$ cat config.mk
export PLATFORM = sky130hd
export DESIGN_NAME = vit_frame_ctrl
export DESIGN_NICKNAME = d
export VERILOG_FILES = /design/src/rtl/vit_pkg.sv /design/src/rtl/vit_addr_cnt.sv /design/src/rtl/vit_frame_ctrl.sv
export SDC_FILE = /design/constraint.sdc
export NUM_CORES = 1
export LEC_CHECK = 0
export ABC_AREA = 0
export CORE_MARGIN = 2
export CORE_UTILIZATION = 49
export CTS_CLUSTER_DIAMETER = 50
export CTS_CLUSTER_SIZE = 12
export DETAILED_ROUTE_END_ITERATION = 8
export GPL_ROUTABILITY_DRIVEN = 0
export PLACE_DENSITY = 0.78
export SLEW_MARGIN = 0
export SYNTH_ARGS = -nofsm -noshare
export SYNTH_HDL_FRONTEND = slang
export SYNTH_HIERARCHICAL = 1
export SYNTH_SLANG_ARGS = --single-unit
$ cat constraint.sdc
create_clock -name clk -period 2.48 [get_ports clk]
set_input_delay 0.496 -clock clk [delete_from_list [all_inputs] [get_ports clk]]
set_output_delay 0.496 -clock clk [all_outputs]
set_load 0.05 [all_outputs]
$ cat src/rtl/vit_pkg.sv
// ---------------------------------------------------------------------------
// vit_pkg
// Shared definitions for the Viterbi frame controller:
//   - vit_state_e    : 3-bit frame FSM state encoding (6 of 8 codes used)
//   - vit_addr_width : address width needed to index FRAME_LEN symbols
// ---------------------------------------------------------------------------
package vit_pkg;

  localparam int STATE_W = 3;

  typedef enum logic [STATE_W-1:0] {
    ST_IDLE = 3'd0,
    ST_BRCH = 3'd1,
    ST_ADD  = 3'd2,
    ST_MEM  = 3'd3,
    ST_TBCK = 3'd4,
    ST_DONE = 3'd5
  } vit_state_e;

  // Width needed for addresses 0..frame_len-1. Never narrower than one bit,
  // so the smallest legal frame (2 symbols) still gets a real address bus.
  function automatic int vit_addr_width(input int frame_len);
    return (frame_len <= 2) ? 1 : $clog2(frame_len);
  endfunction

endpackage

$ cat src/rtl/vit_addr_cnt.sv
// ---------------------------------------------------------------------------
// vit_addr_cnt
// AW-bit address counter with clear / load / step and a terminal flag.
// Direction is fixed at elaboration (COUNT_UP). Priority: clr > load > step.
// Ports:
//   clk, rst  : clock, asynchronous active-low reset (count -> 0)
//   clr       : synchronous clear to 0
//   load      : synchronous load of load_val
//   step      : advance by one in the configured direction
//   load_val  : value taken on load
//   cnt       : registered count
//   term      : cnt equals TERM_VAL
// ---------------------------------------------------------------------------
module vit_addr_cnt
  import vit_pkg::*;
#(
  parameter int            AW       = 4,
  parameter bit            COUNT_UP = 1'b1,
  parameter logic [AW-1:0] TERM_VAL = '0
) (
  input  logic          clk,
  input  logic          rst,
  input  logic          clr,
  input  logic          load,
  input  logic          step,
  input  logic [AW-1:0] load_val,
  output logic [AW-1:0] cnt,
  output logic          term
);

  logic [AW-1:0] cnt_q;
  logic [AW-1:0] cnt_d;

  always_comb begin
    cnt_d = cnt_q;
    if (clr) begin
      cnt_d = '0;
    end else if (load) begin
      cnt_d = load_val;
    end else if (step) begin
      cnt_d = COUNT_UP ? (cnt_q + AW'(1)) : (cnt_q - AW'(1));
    end
  end

  always_ff @(posedge clk or negedge rst) begin
    if (!rst) begin
      cnt_q <= '0;
    end else begin
      cnt_q <= cnt_d;
    end
  end

  assign cnt  = cnt_q;
  assign term = (cnt_q == TERM_VAL);

endmodule

$ cat src/rtl/vit_frame_ctrl.sv
// ---------------------------------------------------------------------------
// vit_frame_ctrl
// Frame-level sequencer for the Viterbi datapath. One accepted start runs
// BRCH -> ADD -> MEM (FRAME_LEN cycles, wr_addr 0..N-1) -> TBCK (FRAME_LEN
// cycles, tb_addr N-1..0) -> DONE. Starting again from DONE skips IDLE.
// Ports:
//   clk, rst          : clock, asynchronous active-low reset
//   en                : advance qualifier (0 = stall everything)
//   start             : frame request, honoured in IDLE and DONE only
//   abort             : synchronous return to IDLE, ignores en
//   en_brch/add/mem/tbck : stage enables, Moore-decoded from state
//   wr_addr, tb_addr  : registered survivor write / traceback read addresses
//   busy, done        : host handshake (busy = not IDLE, done = DONE state)
// ---------------------------------------------------------------------------
module vit_frame_ctrl
  import vit_pkg::*;
#(
  parameter  int FRAME_LEN = 12,
  localparam int AW        = vit_addr_width(FRAME_LEN)
) (
  input  logic          clk,
  input  logic          rst,
  input  logic          en,
  input  logic          start,
  input  logic          abort,
  output logic          en_brch,
  output logic          en_add,
  output logic          en_mem,
  output logic          en_tbck,
  output logic [AW-1:0] wr_addr,
  output logic [AW-1:0] tb_addr,
  output logic          busy,
  output logic          done
);

  localparam logic [AW-1:0] LAST_ADDR = AW'(FRAME_LEN - 1);

  vit_state_e state_q;
  vit_state_e state_d;

  logic wr_clr, wr_inc, wr_term;
  logic tb_clr, tb_load, tb_dec, tb_term;

  always_ff @(posedge clk or negedge rst) begin
    if (!rst) begin
      state_q <= ST_IDLE;
    end else begin
      state_q <= state_d;
    end
  end

  // Next state and counter controls.
  always_comb begin
    state_d = state_q;
    wr_clr  = 1'b0;
    wr_inc  = 1'b0;
    tb_clr  = 1'b0;
    tb_load = 1'b0;
    tb_dec  = 1'b0;

    if (abort) begin
      state_d = ST_IDLE;
      wr_clr  = 1'b1;
      tb_clr  = 1'b1;
    end else begin
      case (state_q)
        ST_IDLE: begin
          if (en && start) begin
            state_d = ST_BRCH;
            wr_clr  = 1'b1;
          end
        end
        ST_BRCH: if (en) state_d = ST_ADD;
        ST_ADD:  if (en) state_d = ST_MEM;
        ST_MEM: begin
          if (en) begin
            // Last survivor column written: wr_addr stays at N-1.
            if (wr_term) begin
              state_d = ST_TBCK;
              tb_load = 1'b1;
            end else begin
              wr_inc = 1'b1;
            end
          end
        end
        ST_TBCK: begin
          if (en) begin
            if (tb_term) begin
              state_d = ST_DONE;
            end else begin
              tb_dec = 1'b1;
            end
          end
        end
        ST_DONE: begin
          if (en) begin
            if (start) begin
              state_d = ST_BRCH;
              wr_clr  = 1'b1;
            end else begin
              state_d = ST_IDLE;
            end
          end
        end
        // Corrupted encodings recover regardless of en.
        default: state_d = ST_IDLE;
      endcase
    end
  end

  // Moore output decode.
  always_comb begin
    en_brch = 1'b0;
    en_add  = 1'b0;
    en_mem  = 1'b0;
    en_tbck = 1'b0;
    busy    = 1'b0;
    done    = 1'b0;
    case (state_q)
      ST_BRCH: begin en_brch = 1'b1; busy = 1'b1; end
      ST_ADD:  begin en_brch = 1'b1; en_add = 1'b1; busy = 1'b1; end
      ST_MEM:  begin en_brch = 1'b1; en_add = 1'b1; en_mem = 1'b1; busy = 1'b1; end
      ST_TBCK: begin en_mem = 1'b1; en_tbck = 1'b1; busy = 1'b1; end
      ST_DONE: begin busy = 1'b1; done = 1'b1; end
      default: ;
    endcase
  end

  vit_addr_cnt #(
    .AW       (AW),
    .COUNT_UP (1'b1),
    .TERM_VAL (LAST_ADDR)
  ) u_wr_cnt (
    .clk      (clk),
    .rst      (rst),
    .clr      (wr_clr),
    .load     (1'b0),
    .step     (wr_inc),
    .load_val ('0),
    .cnt      (wr_addr),
    .term     (wr_term)
  );

  vit_addr_cnt #(
    .AW       (AW),
    .COUNT_UP (1'b0),
    .TERM_VAL ('0)
  ) u_tb_cnt (
    .clk      (clk),
    .rst      (rst),
    .clr      (tb_clr),
    .load     (tb_load),
    .step     (tb_dec),
    .load_val (LAST_ADDR),
    .cnt      (tb_addr),
    .term     (tb_term)
  );

endmodule

* After elaboration in Yosys (flattened, before gate mapping) *
Index checks and enable logic that the tools add are counted.

storage, ports and cells
  register bits = 11
  bits of input ports = 5
  output and inout port bits = 14
  logic and storage cells = 69

cells by class
  $add $sub $neg = 2
  equality and inequality tests = 14
  muxes and demuxes = 40
  reductions and logical operators = 10

operators by type and width
  cell                                                                    count
  3-bit two-way mux                                                       9
  1-bit two-way mux                                                       24
  3-bit != test (second input constant)                                   7
  4-bit two-way mux                                                       5
  3-bit case mux with 6 select lines                                      1
  8-bit AND reduction                                                     1
  3-bit by 2-bit equality test with 1-bit output (second input constant)  2
  3-bit equality test (second input constant)                             2
  5-bit OR reduction                                                      1
  4-bit by 1-bit adder with 4-bit output (second input constant)          1
  4-bit equality test (second input constant)                             1
  4-bit logical NOT                                                       1
  2-bit OR reduction                                                      2
  4-bit by 1-bit subtractor with 4-bit output (second input constant)     1
  3-bit by 1-bit equality test with 1-bit output (second input constant)  1
  3-bit logical NOT                                                       1
  3-bit by 2-bit != test with 1-bit output (second input constant)        1
  3-bit nonzero test                                                      1
  3-bit OR reduction                                                      1
  1-bit case mux with 2 select lines                                      1
  2-bit nonzero test                                                      1
  1-bit logical AND                                                       1

* Longest topological paths before layout *
  word-level depth = 8
  gate-level depth with buffers = 8
  depth with buffers taken out = 7

* Cells and area by module *
Netlist, hierarchy kept.

by module, submodules not included
  module                   times used  cells each  area each (um2)  seq. area each (um2)
  vit_frame_ctrl           1           46          341.6            75.1
  vit_addr_cnt (u_tb_cnt)  1           27          266.5            100.1
  vit_addr_cnt (u_wr_cnt)  1           24          232.7            100.1

* Least setup slack after synthesis *
OpenSTA, ideal clock, no wires.

  path kind = reg2reg
  start point = reg u_tb_cnt.cnt_q[0], in the netlist u_tb_cnt/cnt[0]
  end point = reg u_tb_cnt.cnt_q[3], in the netlist u_tb_cnt/cnt[3]
  library setup time = 0.119 ns
  arrival time = 2.130 ns
  data required time = 2.361 ns
  path slack = 0.231 ns
  stages on the path, launching flop included = 8
  buffers on the path = 0
  clock period less this slack = 2.249 ns
  cell sequence = dfrtp_1 -> inv_1 -> ha_1 -> nor3b_1 -> nor3_1 -> nor4b_4 -> xor2_1 -> o21a_1

on the way
  word-level cells in the longest chain between the ends = 6
  elaborated cells on any way between the ends = 10
  classes of those cells = 1 x add/sub; 7 x mux; 2 x reduce/logical

RTL lines
  what                          line                  RTL
  start: declaration            vit_addr_cnt.sv:31    logic [AW-1:0] cnt_q;
  start signal: assignment      vit_addr_cnt.sv:49    cnt_q <= cnt_d;
  4-bit logical NOT             vit_addr_cnt.sv:54    assign term = (cnt_q == TERM_VAL);
  via tb_term                   vit_frame_ctrl.sv:42  logic tb_clr, tb_load, tb_dec, tb_term;
  1-bit two-way mux             vit_frame_ctrl.sv:88  if (tb_term) begin
  1-bit two-way mux             vit_frame_ctrl.sv:87  if (en) begin
  1-bit two-way mux             vit_frame_ctrl.sv:66  case (state_q)
  1-bit two-way mux             vit_frame_ctrl.sv:61  if (abort) begin
  via tb_dec                    vit_frame_ctrl.sv:42
  3-bit nonzero test (no line)  -

The timed path passes the listed nets, and every way through them passes these cells. The select of a mux whose other input is x is not followed.
A chain may end at the register's enable or synchronous reset.

* Worst setup path in the final report *
  start point = reg state_q[1]
  end point = out en_add

on the way
  word-level cells in the longest chain between the ends = 3
  elaborated cells on any way between the ends = 4
  classes of those cells = 2 x eq/ne; 1 x mux; 1 x reduce/logical

RTL lines
  what                                            line                   RTL
  start: declaration                              vit_frame_ctrl.sv:38   vit_state_e state_q;
  start signal: assignment                        vit_frame_ctrl.sv:48   state_q <= state_d;
  3-bit by 2-bit equality test with 1-bit output  vit_frame_ctrl.sv:119  case (state_q)
  2-bit OR reduction (no line) (*)                -
  1-bit two-way mux (*)                           vit_frame_ctrl.sv:119
  end: declaration                                vit_frame_ctrl.sv:27   output logic en_add,

Mark *: on every way between the ends. The rest lies on a longest branch, timed or not.

==> metrics.txt <==
placed insts 137; peak supply drop 0.324 mV; Vias 722; critical path arrival 1.88 ns; CTS tree done; Row Count 14; cts bufs inserted 3; Final #Nets 134; ANT nets after route 0; Post-DP HPWL 1320 um; Area Growth Syn to Fin 28.4%; MaxCap Viol Count 0; drt total wl 1740 um; Die Height 45.4 um; CTS Sinks 11; drt drc 0; status complete, no violations; clk buf depth 2; number of synthesized flops with an enable pin 0; Clock Pin Slew Worst Setup and Hold Paths 0.07 ns; CP Launch Type flip-flop; Netlist cell types 37; largest net degree at the start of global routing 14; Layout fillers 123; post-synthesis sequential area ratio 32.7%; Final Hold Fails 0; r2r setup slk 0.58 ns; fraction of layout instances using a drive strength above 1 14.4%; Worst-Margin Slew 0.619 ns; most common cell after layout, fill and taps aside clkdlybuf4s50_1; average size of a mapped cell 8.67 um^2; Port Buf Inserts 18; Synth Warn # 6; chip width 45.4 um; CTS H-tree lvls 1; grt total ovfl 0; I/O pin count 19; Place WS 0.304 ns; slew margin rel. 58.3%; Pwr Density 396 nW/um^2; total track usage 19.0%; via density per instance 5.12; first-pass GRT wire length 2750 um; initial antenna violation count 0; fin crit share 95.9%; clock root cell clkbuf_4; post-route worst setup slack 0.102 ns; number of synthesized register bits 11; most frequent cells in the layout clkdlybuf4s50_1, dfrtp_1, a21oi_1; drt wl/cell 12.4 um; Core Region 1560 um^2; Fin Clk Skew 0.00293 ns; post-route setup TNS 0 ns; placed cell areas 1050 um^2; Required @ worst endpoint 1.98 ns; Synth Flop Type dfrtp_1; postcts setup bufs 0; RSZ-0062 raised after global routing no; Hold Path Class input port to async pin; Initial Util 53.9%; share of flip-flops with an asynchronous set or reset 100%; CP Class flip-flop to primary output; Inserted Diodes 0; vias in the first global route 695; pins over their slew limit 0; Leak 0.533 nW; minimum clock period 2.38 ns; fin util 69.3%; Die Area 2060 um^2; Starting DRT DRC Count 9; cells after synthesis 97; Detailed Routing Iterations Pass 1 4; post-route cell area 1080 um^2; Syn Std Cell Area 841 um^2; Final setup viols 0; crit-path max FO 13; clk_lat worst skew 0.28 ns; FMAX 421 MHz; critical path capture point type primary output; Cell Count, Final, Fillers Out 141
## path summary, 6_finish.rpt
check                            from         endpoint  cells after the start
setup / recovery           state_q[1]           en_add                      2
setup reg to reg           state_q[1]  u_wr_cnt/cnt[1]                      7
min in group clk           state_q[2]       state_q[1]                      1
hold / removal                    rst  u_wr_cnt/cnt[0]                      1
hold reg to reg            state_q[2]       state_q[1]                      1
max in group asynchronous         rst  u_tb_cnt/cnt[2]                      1
## critical path: stages (launching register included)
cell and delay, ns:
dfrtp_1 0.58, and2b_1 0.22, clkdlybuf4s50_1 0.81
## per-stage QoR
step                      hold slack, ns  power [mW]
final                              0.546       0.427
after global routing               0.585       0.450
after CTS                          0.553       0.432
after detailed placement           0.549       0.304
after global placement             0.524       0.301
after floorplan                    0.200       0.272
## power breakdown
part	switching, mW	internal [mW]	total, mW
clock network	0.0666	0.0599	0.126
logic	0.0642	0.0394	0.104
registers	0.0120	0.185	0.197
## synthesized netlist by cell type (2+ instances only)
| master | number | area [um^2] |
|---|---|---|
| mux2i_1 | 3 | 30.0 |
| nor2_1 | 8 | 30.0 |
| xor2_1 | 3 | 26.3 |
| o21a_1 | 4 | 30.0 |
| inv_1 | 9 | 33.8 |
| buf_6 | 2 | 22.5 |
| a21oi_1 | 10 | 50.1 |
| nand2_1 | 9 | 33.8 |
| dfrtp_1 | 11 | 275 |
| ha_1 | 3 | 37.5 |
| xnor2_1 | 4 | 35.0 |
| nor3_1 | 5 | 25.0 |
| conb_1 | 2 | 7.51 |
## cells by family (layout without fill, tap and decap cells)
group	count (synthesis)	after routing	share of synthesized area [%]
AND/OR/NAND/NOR	34	34	22.6
AO/OA/AOI/OAI	21	21	17.1
buffers and inverters	15	36	9.97
flip-flops	11	11	32.7
XOR/XNOR	7	7	7.29
multiplexers	4	4	4.91
adder cells (fa/ha/maj)	3	3	4.46
other	2	9	0.893
## final cells by class
| class | instances | area, um^2 | share of cell area (%) |
|---|---|---|---|
| multi-input cells | 78 | 508 | 47.0 |
| flip-flops and latches | 11 | 275 | 25.5 |
| well taps | 16 | 20.0 | 1.85 |
| clock buffers | 3 | 22.5 | 2.09 |
| repair buffers | 23 | 215 | 19.9 |
| clock inverters | 1 | 5.00 | 0.463 |
| inverters | 9 | 33.8 | 3.13 |
## metal layers
layer | up-vias | share of wire, % | track usage (%) | wire length (um)
met4 | 0 | 2.5 | 12.9 | 44
li1 | 374 | - | - | -
met2 | 12 | 50 | 32.1 | 879
met3 | 6 | 3.1 | 3.57 | 54
met5 | - | 0 | 0 | 0
met1 | 330 | 44 | 21.2 | 764
## flip-flops by register name, summed over array words and instances, names as in the netlist
| register | cells |
|---|---|
| u_tb_cnt/cnt | 4 |
| state_q | 3 |
| u_wr_cnt/cnt | 4 |
## what timing repair did
| item | in CTS | in global routing |
|---|---|---|
| endpoints found under the hold margin | 0 | 0 |
| hold buffers | 0 | 0 |
| gates resized for setup | 0 | 2 |
| endpoints found under the setup margin | 0 | 2 |
No activity file was read; power rests on OpenSTA's default activity.
